File: config.mk
export PLATFORM = sky130hd
export DESIGN_NAME = picorv32_soc_avalon_mutex_bank
export DESIGN_NICKNAME = d
export VERILOG_FILES = /design/src/rtl/picorv32_soc_avalon_mutex_bank_pkg.sv /design/src/rtl/picorv32_soc_avalon_mutex_bank_cell.sv /design/src/rtl/picorv32_soc_avalon_mutex_bank.sv
export SDC_FILE = /design/constraint.sdc
export NUM_CORES = 1
export LEC_CHECK = 0
export BUFFER_PORTS_ARGS = -buffer_cell sky130_fd_sc_hd__buf_2
export CORE_ASPECT_RATIO = 1.2
export CORE_MARGIN = 2
export CORE_UTILIZATION = 30
export DETAILED_ROUTE_END_ITERATION = 7
export PLACE_DENSITY = 0.44
export REMOVE_ABC_BUFFERS = 1
export SLEW_MARGIN = 20
export SYNTH_ARGS = -nofsm -noshare
export SYNTH_HDL_FRONTEND = slang
export SYNTH_SLANG_ARGS = --single-unit
File: constraint.sdc
create_clock -name clk -period 4.4 [get_ports clk]
set_input_delay 0.66 -clock clk [delete_from_list [all_inputs] [get_ports clk]]
set_output_delay 0.66 -clock clk [all_outputs]
set_load 0.05 [all_outputs]
File: src/rtl/picorv32_soc_avalon_mutex_bank_pkg.sv
// Shared constants and helpers for the Avalon-MM hardware mutex bank.
package picorv32_soc_avalon_mutex_bank_pkg;

    localparam int BUS_W = 32;

    localparam int STAT_RESET   = 0;
    localparam int STAT_EXPIRED = 1;
    localparam int STAT_PENDING = 2;
    localparam int STAT_IRQEN   = 3;

    localparam int VALUE_LSB = 0;
    localparam int OWNER_LSB = 16;

    typedef struct packed {
        logic irq_en;
        logic pending;
        logic expired;
    } mutex_flags_t;

    function automatic int clog2(input int n);
        int r;
        r = 0;
        while ((1 << r) < n) begin
            r++;
        end
        return r;
    endfunction

endpackage

File: src/rtl/picorv32_soc_avalon_mutex_bank_cell.sv
// One mutex: value/owner lock with owner check, optional lease timeout and status flags.
module picorv32_soc_avalon_mutex_cell
    import picorv32_soc_avalon_mutex_bank_pkg::*;
#(
    parameter int VALUE_W      = 16,
    parameter int OWNER_W      = 16,
    parameter int LEASE_CYCLES = 0,
    parameter int LEASE_W      = 24
) (
    input  logic               clk,
    input  logic               reset_n,
    input  logic               mutex_we,
    input  logic               status_we,
    input  logic [BUS_W-1:0]   wdata,
    output logic [VALUE_W-1:0] value,
    output logic [OWNER_W-1:0] owner,
    output mutex_flags_t       flags
);

    localparam bit LEASE_EN = (LEASE_CYCLES > 0);
    localparam logic [LEASE_W-1:0] LEASE_RELOAD =
        LEASE_EN ? LEASE_W'(LEASE_CYCLES - 1) : '0;

    logic [VALUE_W-1:0] value_q, value_d;
    logic [OWNER_W-1:0] owner_q, owner_d;
    logic [LEASE_W-1:0] lease_cnt_q, lease_cnt_d;
    mutex_flags_t       flags_q, flags_d;

    logic [VALUE_W-1:0] wr_value;
    logic [OWNER_W-1:0] wr_owner;
    logic               locked;
    logic               accept;
    logic               owner_release;
    logic               expire;
    logic               unused_wdata;

    assign unused_wdata = ^wdata;

    always_comb begin
        wr_value      = wdata[VALUE_LSB +: VALUE_W];
        wr_owner      = wdata[OWNER_LSB +: OWNER_W];
        locked        = (value_q != '0);
        accept        = mutex_we && (!locked || (owner_q == wr_owner));
        owner_release = accept && locked && (wr_value == '0);
        // An accepted write on the expiry edge takes precedence over the lease.
        expire        = LEASE_EN && locked && !accept && (lease_cnt_q == '0);

        value_d     = value_q;
        owner_d     = owner_q;
        lease_cnt_d = lease_cnt_q;
        flags_d     = flags_q;

        if (accept) begin
            value_d = wr_value;
            owner_d = wr_owner;
            if (wr_value != '0) begin
                lease_cnt_d = LEASE_RELOAD;
            end
        end else if (expire) begin
            value_d = '0;
            owner_d = '0;
        end else if (LEASE_EN && locked) begin
            lease_cnt_d = lease_cnt_q - LEASE_W'(1);
        end

        if (status_we) begin
            if (wdata[STAT_EXPIRED]) begin
                flags_d.expired = 1'b0;
            end
            if (wdata[STAT_PENDING]) begin
                flags_d.pending = 1'b0;
            end
            flags_d.irq_en = wdata[STAT_IRQEN];
        end

        // Hardware set events are applied after the clears so they win a collision.
        if (expire) begin
            flags_d.expired = 1'b1;
        end
        if (expire || owner_release) begin
            flags_d.pending = 1'b1;
        end
    end

    always_ff @(posedge clk or negedge reset_n) begin
        if (!reset_n) begin
            value_q     <= '0;
            owner_q     <= '0;
            lease_cnt_q <= '0;
            flags_q     <= '0;
        end else begin
            value_q     <= value_d;
            owner_q     <= owner_d;
            lease_cnt_q <= lease_cnt_d;
            flags_q     <= flags_d;
        end
    end

    assign value = value_q;
    assign owner = owner_q;
    assign flags = flags_q;

endmodule

File: src/rtl/picorv32_soc_avalon_mutex_bank.sv
// Bank of NUM_MUTEX hardware mutexes behind one zero-wait Avalon-MM slave with release interrupt.
module picorv32_soc_avalon_mutex_bank
    import picorv32_soc_avalon_mutex_bank_pkg::*;
#(
    parameter  int NUM_MUTEX    = 4,
    parameter  int VALUE_W      = 16,
    parameter  int OWNER_W      = 16,
    parameter  int LEASE_CYCLES = 0,
    parameter  int LEASE_W      = 24,
    localparam int ADDR_W       = clog2(NUM_MUTEX) + 1
) (
    input  logic              clk,
    input  logic              reset_n,
    input  logic [ADDR_W-1:0] address,
    input  logic              chipselect,
    input  logic              read,
    input  logic              write,
    input  logic [BUS_W-1:0]  data_from_cpu,
    output logic [BUS_W-1:0]  data_to_cpu,
    output logic              irq
);

    logic [ADDR_W-1:0]  idx;
    logic               is_status;
    logic               bus_we;
    logic               reset_reg_q, reset_reg_d;
    logic               unused_read;

    logic [VALUE_W-1:0] value_w [NUM_MUTEX];
    logic [OWNER_W-1:0] owner_w [NUM_MUTEX];
    mutex_flags_t       flags_w [NUM_MUTEX];

    // Reads have no side effects, so the strobe is not needed for decode.
    assign unused_read = read;

    assign idx       = address >> 1;
    assign is_status = address[0];
    assign bus_we    = chipselect && write;

    for (genvar g = 0; g < NUM_MUTEX; g++) begin : g_cell
        logic sel;
        assign sel = bus_we && (idx == ADDR_W'(g));

        picorv32_soc_avalon_mutex_cell #(
            .VALUE_W     (VALUE_W),
            .OWNER_W     (OWNER_W),
            .LEASE_CYCLES(LEASE_CYCLES),
            .LEASE_W     (LEASE_W)
        ) u_cell (
            .clk      (clk),
            .reset_n  (reset_n),
            .mutex_we (sel && !is_status),
            .status_we(sel && is_status),
            .wdata    (data_from_cpu),
            .value    (value_w[g]),
            .owner    (owner_w[g]),
            .flags    (flags_w[g])
        );
    end

    // Any status write clears reset_reg, even one aimed at an unimplemented index.
    always_comb begin
        reset_reg_d = reset_reg_q;
        if (bus_we && is_status) begin
            reset_reg_d = 1'b0;
        end
    end

    always_ff @(posedge clk or negedge reset_n) begin
        if (!reset_n) begin
            reset_reg_q <= 1'b1;
        end else begin
            reset_reg_q <= reset_reg_d;
        end
    end

    always_comb begin
        data_to_cpu = '0;
        irq         = 1'b0;
        for (int i = 0; i < NUM_MUTEX; i++) begin
            irq = irq | (flags_w[i].pending & flags_w[i].irq_en);
            if (idx == ADDR_W'(i)) begin
                if (is_status) begin
                    data_to_cpu[STAT_RESET]   = reset_reg_q;
                    data_to_cpu[STAT_EXPIRED] = flags_w[i].expired;
                    data_to_cpu[STAT_PENDING] = flags_w[i].pending;
                    data_to_cpu[STAT_IRQEN]   = flags_w[i].irq_en;
                end else begin
                    data_to_cpu = (BUS_W'(owner_w[i]) << OWNER_LSB)
                                | (BUS_W'(value_w[i]) << VALUE_LSB);
                end
            end
        end
    end

endmodule

# ---- Word-level counts from Yosys, hierarchy flattened
# Cells that the tools add are included.
dict set report word_totals {
  rom_bits 0
  output_inout_bits 33
  regBits 137
  mem_bits_rw 0
  input_bits 40
  mem_count 0
  wordCells 109
  latch_bits 0
}
dict set report op_classes {
  addsub 0
  shifts 0
  eq_ne 7
  n_div 0
  bitwise_logic 11
  n_reduce_logical 53
  multipliers 0
  n_lt_le_gt_ge 0
  muxes 21
}
# op count
set op_table {}
lappend op_table {{32-bit 2-to-1 mux} 4}
lappend op_table {{32-bit by 16-bit OR with 32-bit output} 4}
lappend op_table {{28-bit 2-to-1 mux} 4}
lappend op_table {{16-bit == test} 4}
lappend op_table {{16-bit nonzero test} 4}
lappend op_table {{1-bit logical AND} 26}
lappend op_table {{16-bit logical NOT} 1}
lappend op_table {{4-bit 2-to-1 mux} 4}
lappend op_table {{2-bit nonzero test} 8}
lappend op_table {{2-bit 2-to-1 mux} 4}
lappend op_table {{2-bit AND reduction} 4}
lappend op_table {{1-bit logical NOT} 5}
lappend op_table {{1-bit 2-to-1 mux} 5}
lappend op_table {{1-bit AND} 4}
lappend op_table {{2-bit == test, second input constant} 2}
lappend op_table {{1-bit logical OR} 4}
lappend op_table {{3-bit logical NOT} 1}
lappend op_table {{1-bit OR} 3}
lappend op_table {{2-bit by 1-bit == test with 1-bit output, second input constant} 1}

# ---- Logic depth before layout (Yosys ltp)
# Gate-level depths: netlist of run 1.
dict set report logic_depth {
  ltp_word 9
  ltp_mapped 8
}

# ---- By module
# A second synthesis of run 1 with hierarchy kept.
dict set report unflattened {
  hier_cells 549
  hier_area_um2 7547.2
}
# mod cells_each instances area_each_um2
set modules_own_cells {}
lappend modules_own_cells {picorv32_soc_avalon_mutex_cell 112 4 1590.3}
lappend modules_own_cells {picorv32_soc_avalon_mutex_bank 101 1 1186.1}

# ---- Worst setup path before layout of run 1
# Ideal clock, no wire load.
dict set report synth_timing {
  path_kind {input to output}
  from {input address[2]}
  to {output data_to_cpu[10]}
  t_arrival_ns 2.262
  stages 4
  slack_ns 1.478
  required_time_ns 3.740
  cell_sequence {clkbuf_1 -> clkbuf_1 -> mux4_2 -> nor2b_1}
}
dict set report synth_via {
  elab_chain_len 8
}
# element line
set synth_rtl {}
lappend synth_rtl {{start, declared} picorv32_soc_avalon_mutex_bank.sv:14} ;# input logic [ADDR_W-1:0] address,
lappend synth_rtl {{3-bit logical NOT} picorv32_soc_avalon_mutex_bank.sv:82} ;# if (idx == ADDR_W'(i)) begin
lappend synth_rtl {{32-bit 2-to-1 mux} picorv32_soc_avalon_mutex_bank.sv:82}
lappend synth_rtl {{28-bit 2-to-1 mux} picorv32_soc_avalon_mutex_bank.sv:83} ;# if (is_status) begin
lappend synth_rtl {{32-bit 2-to-1 mux} picorv32_soc_avalon_mutex_bank.sv:82}
lappend synth_rtl {{28-bit 2-to-1 mux} picorv32_soc_avalon_mutex_bank.sv:83}
lappend synth_rtl {{32-bit 2-to-1 mux} picorv32_soc_avalon_mutex_bank.sv:82}
lappend synth_rtl {{28-bit 2-to-1 mux} picorv32_soc_avalon_mutex_bank.sv:83}
lappend synth_rtl {{32-bit 2-to-1 mux (*)} picorv32_soc_avalon_mutex_bank.sv:82}
lappend synth_rtl {{end, declared} picorv32_soc_avalon_mutex_bank.sv:19} ;# output logic [BUS_W-1:0] data_to_cpu,
# Mark *: on every way between the ends. The rest lies on a longest branch, timed or not.

# ---- Final worst setup path of run 1
dict set report layout_timing {
  from {input address[1]}
  to {output data_to_cpu[24]}
}
# The elaborated chain is that of the path after synthesis.

==> summary.txt, run 1 <==
vias in the first global route = 5,492
Core Rows = 62
routed vias = 4,882
Slew Viols, Final = 0
Final #Nets = 634
CTS resizes = 0
Wirelength per Cell = 22.3 um
CTS Buf Count = 17
I/O pin cnt = 73
pwr dens = 622 mW/mm^2
synthesis-to-finish area growth = 17.5%
Achievable Freq = 320 MHz
largest net degree at the start of global routing = 64
Hold-fix buffers, CTS = 0
initial antenna violation count = 0
first-pass GRT wire length = 32,300 um
CORE AREA = 0.0237 sq mm
RSZ-0062 raised after global routing = no
power share of the sequential group = 0.398
Max Fanout on Critical Path = 22
initial core utilization = 0.304
final wirelength = 20,700 um
reg2reg path depth = 5
estimated wirelength of the detail-placed design = 14,200 um
Power Internal = 3.48 mW
commonest non-fill, non-tap cell in the layout = dfrtp_1
GPL Wtd Cong = 0.793
die area = 0.0253 sq mm
CTS Root Cell = clkbuf_16
Post-synth ARST share = 1.00
setup bufs post-CTS = 0
combinational power share = 0.301
Leak Pwr = 3.80 nW
GRT overflow = 0
DRC errors left = 0
Seq/Total Area, Yosys = 0.476
critical path launch point type = input pin
Setup TNS = 0 ns
worst IR drop on VDD = 0.000291 V
worst skew pair latency = 0.42 ns
Overall Power = 5.27 mW
HP Class = in -> async
GRT Overall Usage = 0.167
CTS HTree Levels = 4
Die Ht = 174 um
DRT Pass-1 Iters = 4
clock tree sinks = 137
Critical Path RT = 3.74 ns
Fin Clk Skew = 0.00822 ns
CTS tree = built
top_reg_cell synth = dfrtp_1
final worst path period need = 3.13 ns
Synthesis Warnings = 0
clock network fraction of design power = 0.300
Worst slew margin = 0.455
M1 WL = 8630 um
register-to-register setup slack = 1.68 ns
crit path kind = in -> out
slew at the pin closest to its max-slew limit = 0.818 ns
WL met2 = 11,000 um
Diodes inserted = 0
Crit. Startpoint = address[1]
layout cells sized above 1 = 0.384
clock slew seen by the registers of the worst setup and hold paths = 0.06 ns
max-cap violations = 0
Mapped Cells = 539
final cycle utilization of the critical path = 0.711
sw power = 1.79 mW
Setup Viol. Count Final = 0
Crit Reg-Reg Endpoint = g_cell[0].u_cell.value[12]
post-route antenna net violation count = 0
Met3 Wirelength = 655 um
Yosys reg bits = 137
Buffers on Ports = 71
post-synth cell types = 33
commonest non-fill, non-tap cells in the layout = 136 x dfrtp_1, 71 x mux2_2, 70 x buf_2
Layout Utilization = 0.357
status = finished clean
synthesized area = 0.00721 sq mm
sw frac = 0.340
Die X = 146 um
number of flops mapped to enable cells by yosys = 0
CP arrival = 2.47 ns
Syn Area/Cell = 13.4 sq um
Setup crit end kind = output port
First DRT Iteration DRCs = 241
deepest clock path buffer count = 2
Top Layer Used = met4
Hold Violations, Final = 0
vias per cell = 5.27
worst r2r src = g_cell[0].u_cell.owner[2]
[how the worst max path moves through the flow]
stage / to / slack [ns] / depth (start not counted)
2_1_floorplan: g_cell[2].u_cell.owner[0] / 1.86 / 5
3_3_place_gp: data_to_cpu[31] / 1.21 / 5
3_5_place_dp: g_cell[0].u_cell.value[10] / 1.20 / 6
4_1_cts: data_to_cpu[31] / 1.21 / 5
5_1_grt: data_to_cpu[24] / 1.11 / 5
6_report: data_to_cpu[24] / 1.27 / 5
[cells by family (layout without fill, tap and decap cells)]
family	after synthesis	in the layout	share of synthesized area
flip-flops	137	137	0.476
multiplexers	105	105	0.217
AND/OR/NAND/NOR	105	105	0.0890
AO/OA/AOI/OAI	78	78	0.102
XOR/XNOR	64	64	0.0778
buffers and inverters	50	118	0.0380
[Yosys cell counts, types with 2 or more instances]
cell / n / area [sq um]
nor2_1: 5 / 18.8
a21boi_2: 2 / 22.5
nand4_1: 10 / 62.6
o21ai_0: 6 / 30.0
dfrtp_1: 136 / 3400
xor2_1: 64 / 561
a22oi_1: 2 / 15.0
or2_2: 2 / 12.5
a32o_1: 64 / 641
or3_1: 2 / 12.5
buf_2: 15 / 75.1
nand2_1: 7 / 26.3
nor4_1: 35 / 219
buf_4: 7 / 52.6
mux4_2: 34 / 766
nand2b_1: 7 / 43.8
buf_6: 4 / 45.0
a21oi_2: 2 / 17.5
clkbuf_1: 23 / 86.3
nor2b_1: 29 / 181
mux2_2: 71 / 800
[layer usage]
layer | vias to the layer above | GRT usage
met3 | 25 | 0.0345
met4 | 0 | 0.0531
met5 | - | 0
li1 | 2198 | -
met2 | 106 | 0.304
met1 | 2553 | 0.198
[registers in the layout, summed over array words and instances (netlist names)]
register             flops
reset_reg_q              1
g_cell.u_cell.flags      8
g_cell.u_cell.value     64
g_cell.u_cell.owner     64
[critical path, stage by stage]
cell and delay, ns:
buf_2 0.60, buf_12 0.28, mux4_2 0.52, nor2b_1 0.16, buf_2 0.24
[final cells by class]
cell class / instances / area, sq um
Clock buffer: 17 / 425
Clock inverter: 15 / 224
Fill cell: 2354 / 15300
Multi-Input combinational cell: 352 / 3510
Sequential cell: 137 / 3430
Tap cell: 320 / 400
Timing Repair Buffer: 86 / 487
[stage by stage]
| stage | hold slack, ns | instance area, sq um | cells | worst slack [ns] |
|---|---|---|---|---|
| finish | 0.236 | 8470 | 927 | 1.27 |
| global route | 0.271 | 8470 | 927 | 1.11 |
| CTS | 0.255 | 8470 | 927 | 1.21 |
| detailed placement | 0.489 | 7820 | 895 | 1.20 |
| global placement | 0.483 | 7820 | 895 | 1.21 |
| floorplan | 0.364 | 6940 | 489 | 1.86 |
[power groups by stage]
stage                     clock (mW)  sequential [mW]  combinational (mW)
after floorplan                    0             1.99                1.18
after global placement             0             2.10                1.59
after detailed placement           0             2.12                1.61
after CTS                       1.62             2.10                1.62
after global routing            1.67             2.16                1.71
final                           1.58             2.10                1.59
Note: power is estimated with default switching activity, not from simulation.
==> run 2: changes to the inputs <==
clock period = 3.14 ns   (was 4.4 ns; I/O delays follow)
==> summary.txt, run 2 (same netlist as run 1, synthesis figures left out) <==
first-pass GRT wire length = 32,600 um
CTS resizes = 0
RSZ-0062 raised after global routing = no
crit path kind = reg -> reg
HP Class = in -> async
CORE AREA = 0.0237 sq mm
Power Internal = 4.53 mW
critical path's top delay family = simple AND/OR/NAND/NOR gates
synthesis-to-finish area growth = 17.5%
power share of the sequential group = 0.413
DRT Pass-1 Iters = 4
Fin Clk Skew = 0.0120 ns
Layout Utilization = 0.357
CTS Buf Count = 17
estimated wirelength of the detail-placed design = 14,600 um
max-cap violations = 0
vias in the first global route = 5,572
GRT overflow = 0
largest net degree at the start of global routing = 61
CP arrival = 2.87 ns
Core Rows = 62
worst path bufs/invs = 0
slew at the pin closest to its max-slew limit = 0.798 ns
final cycle utilization of the critical path = 0.813
sw frac = 0.364
GPL Wtd Cong = 0.776
Max Fanout on Critical Path = 17
initial core utilization = 0.304
setup bufs post-CTS = 0
commonest non-fill, non-tap cells in the layout = 136 x dfrtp_1, 71 x mux2_2, 70 x buf_2
reg2reg path depth = 5
Die X = 146 um
clock slew seen by the registers of the worst setup and hold paths = 0.07 ns
sw power = 2.60 mW
I/O pin cnt = 73
post-route antenna net violation count = 0
CTS HTree Levels = 4
crit-path cells = xor2_1, nor4_1, nand4_1, nand2b_1, a32o_1
Crit Reg-Reg Endpoint = g_cell[2].u_cell.value[8]
Hold-fix buffers, CTS = 0
critical path launch point type = flop
Buffers on Ports = 71
clock tree sinks = 137
worst skew pair latency = 0.43 ns
Setup crit end kind = flop
vias per cell = 5.29
routed vias = 4,951
initial antenna violation count = 2
CTS tree = built
Leak Pwr = 3.81 nW
Worst slew margin = 0.468
Critical Path RT = 3.46 ns
register-to-register setup slack = 0.59 ns
Achievable Freq = 392 MHz
Setup Viol. Count Final = 0
DRC errors left = 0
final worst path period need = 2.55 ns
clock network fraction of design power = 0.269
GRT Overall Usage = 0.169
Hold Violations, Final = 0
deepest clock path buffer count = 2
Slew Viols, Final = 0
layout cells sized above 1 = 0.393
worst IR drop on VDD = 0.000424 V
Final #Nets = 643
commonest non-fill, non-tap cell in the layout = dfrtp_1
combinational power share = 0.318
worst r2r src = g_cell[2].u_cell.owner[1]
Critical Path Slowest Stage Cell = nor4_1
First DRT Iteration DRCs = 183
status = finished clean
Setup TNS = 0 ns
Die Ht = 174 um
Diodes inserted = 0
final wirelength = 21,000 um
pwr dens = 841 mW/mm^2
die area = 0.0253 sq mm
slowest stage delay, CP = 0.59 ns
Wirelength per Cell = 22.4 um
CTS Root Cell = clkbuf_16
[run 2: cell count changes in the layout (fill, tap and decap cells not counted), sizes merged]
cell,change
clkinv,-4
bufinv,-5
inv,+8
clkinvlp,+1
buf,+9
[run 2: layout make-up]
| type | count | area [sq um] |
|---|---|---|
| clock buffers | 17 | 425 |
| clock inverters | 15 | 131 |
| fillers | 2376 | 15300 |
| multi-input cells | 352 | 3510 |
| flip-flops and latches | 137 | 3430 |
| well taps | 320 | 400 |
| repair buffers | 95 | 579 |
[run 2: worst max-delay path by stage]
stage / start / cells after the start / end / slack, ns
floorplan: chipselect / 5 / g_cell[2].u_cell.owner[0] / 0.79
global placement: data_from_cpu[18] / 6 / g_cell[2].u_cell.value[3] / 0.41
detailed placement: data_from_cpu[18] / 6 / g_cell[2].u_cell.value[8] / 0.33
CTS: g_cell[2].u_cell.owner[1] / 5 / g_cell[2].u_cell.value[8] / 0.58
global route: g_cell[2].u_cell.owner[2] / 5 / g_cell[2].u_cell.value[2] / 0.47
finish: g_cell[2].u_cell.owner[1] / 5 / g_cell[2].u_cell.value[8] / 0.59
[run 2: routing by layer]
metal / part of all wire / vias up / wire [um] / GRT usage
met4: 0.020 / 4 / 420 / 0.0560
met3: 0.036 / 41 / 754 / 0.0374
met2: 0.54 / 101 / 11300 / 0.317
li1: - / 2216 / - / -
met1: 0.40 / 2589 / 8470 / 0.190
met5: 0.0011 / - / 23 / 0
[run 2: power by group through the flow]
| stage | sequential, mW | clock, mW | combinational, mW |
|---|---|---|---|
| 2_1_floorplan | 2.78 | 0 | 1.65 |
| 3_3_place_gp | 2.94 | 0 | 2.26 |
| 3_5_place_dp | 2.98 | 0 | 2.30 |
| 4_1_cts | 2.94 | 1.97 | 2.30 |
| 5_1_grt | 3.02 | 2.05 | 2.44 |
| 6_report | 2.94 | 1.92 | 2.27 |
[run 2: per-stage QoR]
| step | area (sq um) | hold WS (ns) | power [mW] | std cells | worst slack [ns] |
|---|---|---|---|---|---|
| final | 8470 | 0.00304 | 7.13 | 936 | 0.588 |
| after global routing | 8470 | 0.0425 | 7.51 | 936 | 0.471 |
| after CTS | 8470 | 0.0175 | 7.21 | 936 | 0.584 |
| after detailed placement | 7920 | 0.471 | 5.27 | 904 | 0.330 |
| after global placement | 7920 | 0.471 | 5.20 | 904 | 0.412 |
| after floorplan | 6940 | 0.175 | 4.44 | 489 | 0.785 |
[run 2: worst reg2reg max path, stage by stage, from the launching register on]
cell and delay [ns]:
dfrtp_1 0.41, xor2_1 0.17, nor4_1 0.59, nand4_1 0.28
nand2b_1 0.59, a32o_1 0.41
==> run 3: changes to the inputs <==
ABC_AREA = 1   (was unset)
PLACE_DENSITY = 0.46   (was 0.44)
clock period = 2.3 ns   (was 3.14 ns; I/O delays follow)
==> summary.txt, run 3 <==
clock tree sinks = 137
synthesized area = 0.00801 sq mm
max-cap violations = 0
area of the multi-input gates = 0.00384 sq mm
dpl ws = 0.249 ns
initial core utilization = 0.305
Post-DP Area = 0.00885 sq mm
post-route antenna net violation count = 0
final worst path period need = 2.08 ns
met1 Usage GRT = 0.283
top_reg_cell synth = dfrtp_1
CORE AREA = 0.0263 sq mm
CTS HTree Levels = 4
# fillers = 2,891
Core Rows = 65
Worst slew margin = 0.606
Yosys reg bits = 137
largest net degree at the start of global routing = 54
top cells by area, synth = dfrtp_1 43%, nand2_1 24%, nand3_1 9.9%
Die X = 153 um
Wirelength per Cell = 18.4 um
commonest non-fill, non-tap cell in the layout = nand2_1
post-synth cell types = 30
GRT overflow = 0
DRT Pass-1 Iters = 5
Synth top cells by count = 511 x nand2_1, 158 x nand3_1, 136 x dfrtp_1, 87 x inv_1, 85 x nor2_1
storage element area = 0.00343 sq mm
register-to-register setup slack = 0.51 ns
pwr dens = 984 mW/mm^2
estimated wirelength of the detail-placed design = 20,000 um
critical path launch point type = input pin
Setup Viol. Count Final = 0
Fin Hold WS = 0.201 ns
vias per cell = 4.86
routed vias = 7,815
Setup crit end kind = output port
CP arrival = 1.74 ns
crit path kind = in -> out
Inst Count DP = 1,574
DRC errors left = 0
Max Fanout on Critical Path = 15
reg2reg path depth = 12
synthesis-to-finish area growth = 18.2%
HP Class = in -> reg
number of flops mapped to enable cells by yosys = 0
crit-path cells = buf_2, inv_2, buf_4, o211ai_1, o22ai_1, buf_2
worst setup margin = 0.218 ns
CTS resizes = 0
Die Ht = 183 um
Slew Viols, Final = 0
Post-synth ARST share = 1.00
Achievable Freq = 480 MHz
Final Non-Filler Cells = 1,607
Final #Nets = 1,299
Mapped Cells = 1,186
CTS tree = built
Most Used Layer, Global Route = met2
commonest non-fill, non-tap cells in the layout = 511 x nand2_1, 158 x nand3_1, 136 x dfrtp_1
I/O pin cnt = 73
hold path endpoint = g_cell[0].u_cell.value[15]
most frequent cell on the critical path = buf_2
worst r2r src = g_cell[0].u_cell.owner[6]
worst IR drop on VDD = 0.000558 V
final instance area = 0.00946 sq mm
CTS Root Cell = clkbuf_16
most common cell in the netlist = nand2_1
deepest clock path buffer count = 2
met3 GRT Util = 0.0262
final wirelength = 29,500 um
die area = 0.0280 sq mm
RSZ-0062 raised after global routing = no
share of the synthesized area in the top cell type = 0.425
CTS Buf Count = 17
M2 GR Usage = 0.371
clock slew seen by the registers of the worst setup and hold paths = 0.06 ns
critical path's top delay family = buffers and inverters
final cycle utilization of the critical path = 0.905
Crit Reg-Reg Endpoint = g_cell[0].u_cell.value[3]
GPL Wtd Cong = 0.827
vias in the first global route = 7,621
Leak Pwr = 5.06 nW
status = finished clean
worst skew pair latency = 0.44 ns
hold path startpoint = data_from_cpu[15]
Setup TNS = 0 ns
worst hold path stage count = 3
Seq/Total Area, Yosys = 0.428
First DRT Iteration DRCs = 569
layout cells sized above 1 = 0.149
Diodes inserted = 0
Critical Path RT = 1.96 ns
area leader, netlist = dfrtp_1
slowest stage delay, CP = 0.31 ns
Overall Power = 9.31 mW
Layout Utilization = 0.360
GRT Overall Usage = 0.216
Critical Path Slowest Stage Cell = inv_2
first-pass GRT wire length = 45,900 um
Fin Clk Skew = 0.0117 ns
slew at the pin closest to its max-slew limit = 0.591 ns
initial antenna violation count = 0
Synthesis Warnings = 0
Syn Area/Cell = 6.75 sq um
Buffers on Ports = 71
Hold Violations, Final = 0
worst path bufs/invs = 4
## run 3: changes by cell type in the layout (fill, tap and decap cells not counted), moves of 34 or more
cell     previous run  this run
mux2_2             71         0
nor4_1             35         1
nor2_1              5        85
xor2_1             64         0
nand2_1             7       511
nand3_1             1       158
a32o_1             64         0
mux4_2             34         0
inv_1               0        87
## run 3: how the worst max path moves through the flow
stage / startpoint / cells after the start / to / slack, ns
floorplan: chipselect / 5 / g_cell[1].u_cell.owner[0] / -0.21
detailed placement: address[0] / 6 / data_to_cpu[14] / 0.25
finish: address[0] / 6 / data_to_cpu[22] / 0.22
global route: address[0] / 6 / data_to_cpu[7] / 0.13
global placement: address[0] / 6 / data_to_cpu[23] / 0.26
CTS: address[0] / 6 / data_to_cpu[14] / 0.24
## run 3: layer usage
| layer | vias up | routed length (um) |
|---|---|---|
| li1 | 3910 | - |
| met1 | 3686 | 13400 |
| met2 | 179 | 14500 |
| met3 | 40 | 1010 |
| met4 | 0 | 646 |
| met5 | - | 0 |
## run 3: report_power, final
| part | internal [mW] | total, mW | switching (mW) |
|---|---|---|---|
| registers | 3.01 | 3.56 | 0.545 |
| logic | 0.891 | 2.86 | 1.97 |
| clock network | 1.71 | 2.89 | 1.18 |
| total | 5.61 | 9.31 | 3.70 |
## run 3: cell type report
class / count / area share
Multi-Input combinational cell: 875 / 0.406
Sequential cell: 137 / 0.363
Timing Repair Buffer: 119 / 0.0805
Clock buffer: 18 / 0.0454
Tap cell: 335 / 0.0443
Inverter: 109 / 0.0432
Clock inverter: 14 / 0.0180
## run 3: timing repair
item                       CTS  global route
hold endpoints to repair    50             0
hold buffers                 1             0
setup buffers                0             0
setup endpoints to repair    0             0
## run 3: cell families after synthesis
| group | synth area share |
|---|---|
| flip-flops | 0.428 |
| AND/OR/NAND/NOR | 0.402 |
| AO/OA/AOI/OAI | 0.0772 |
| buffers and inverters | 0.0927 |
## run 3: worst min-delay path, stage by stage
cell and delay [ns]:
buf_2 0.13, nand3_1 0.08, nand2_1 0.05
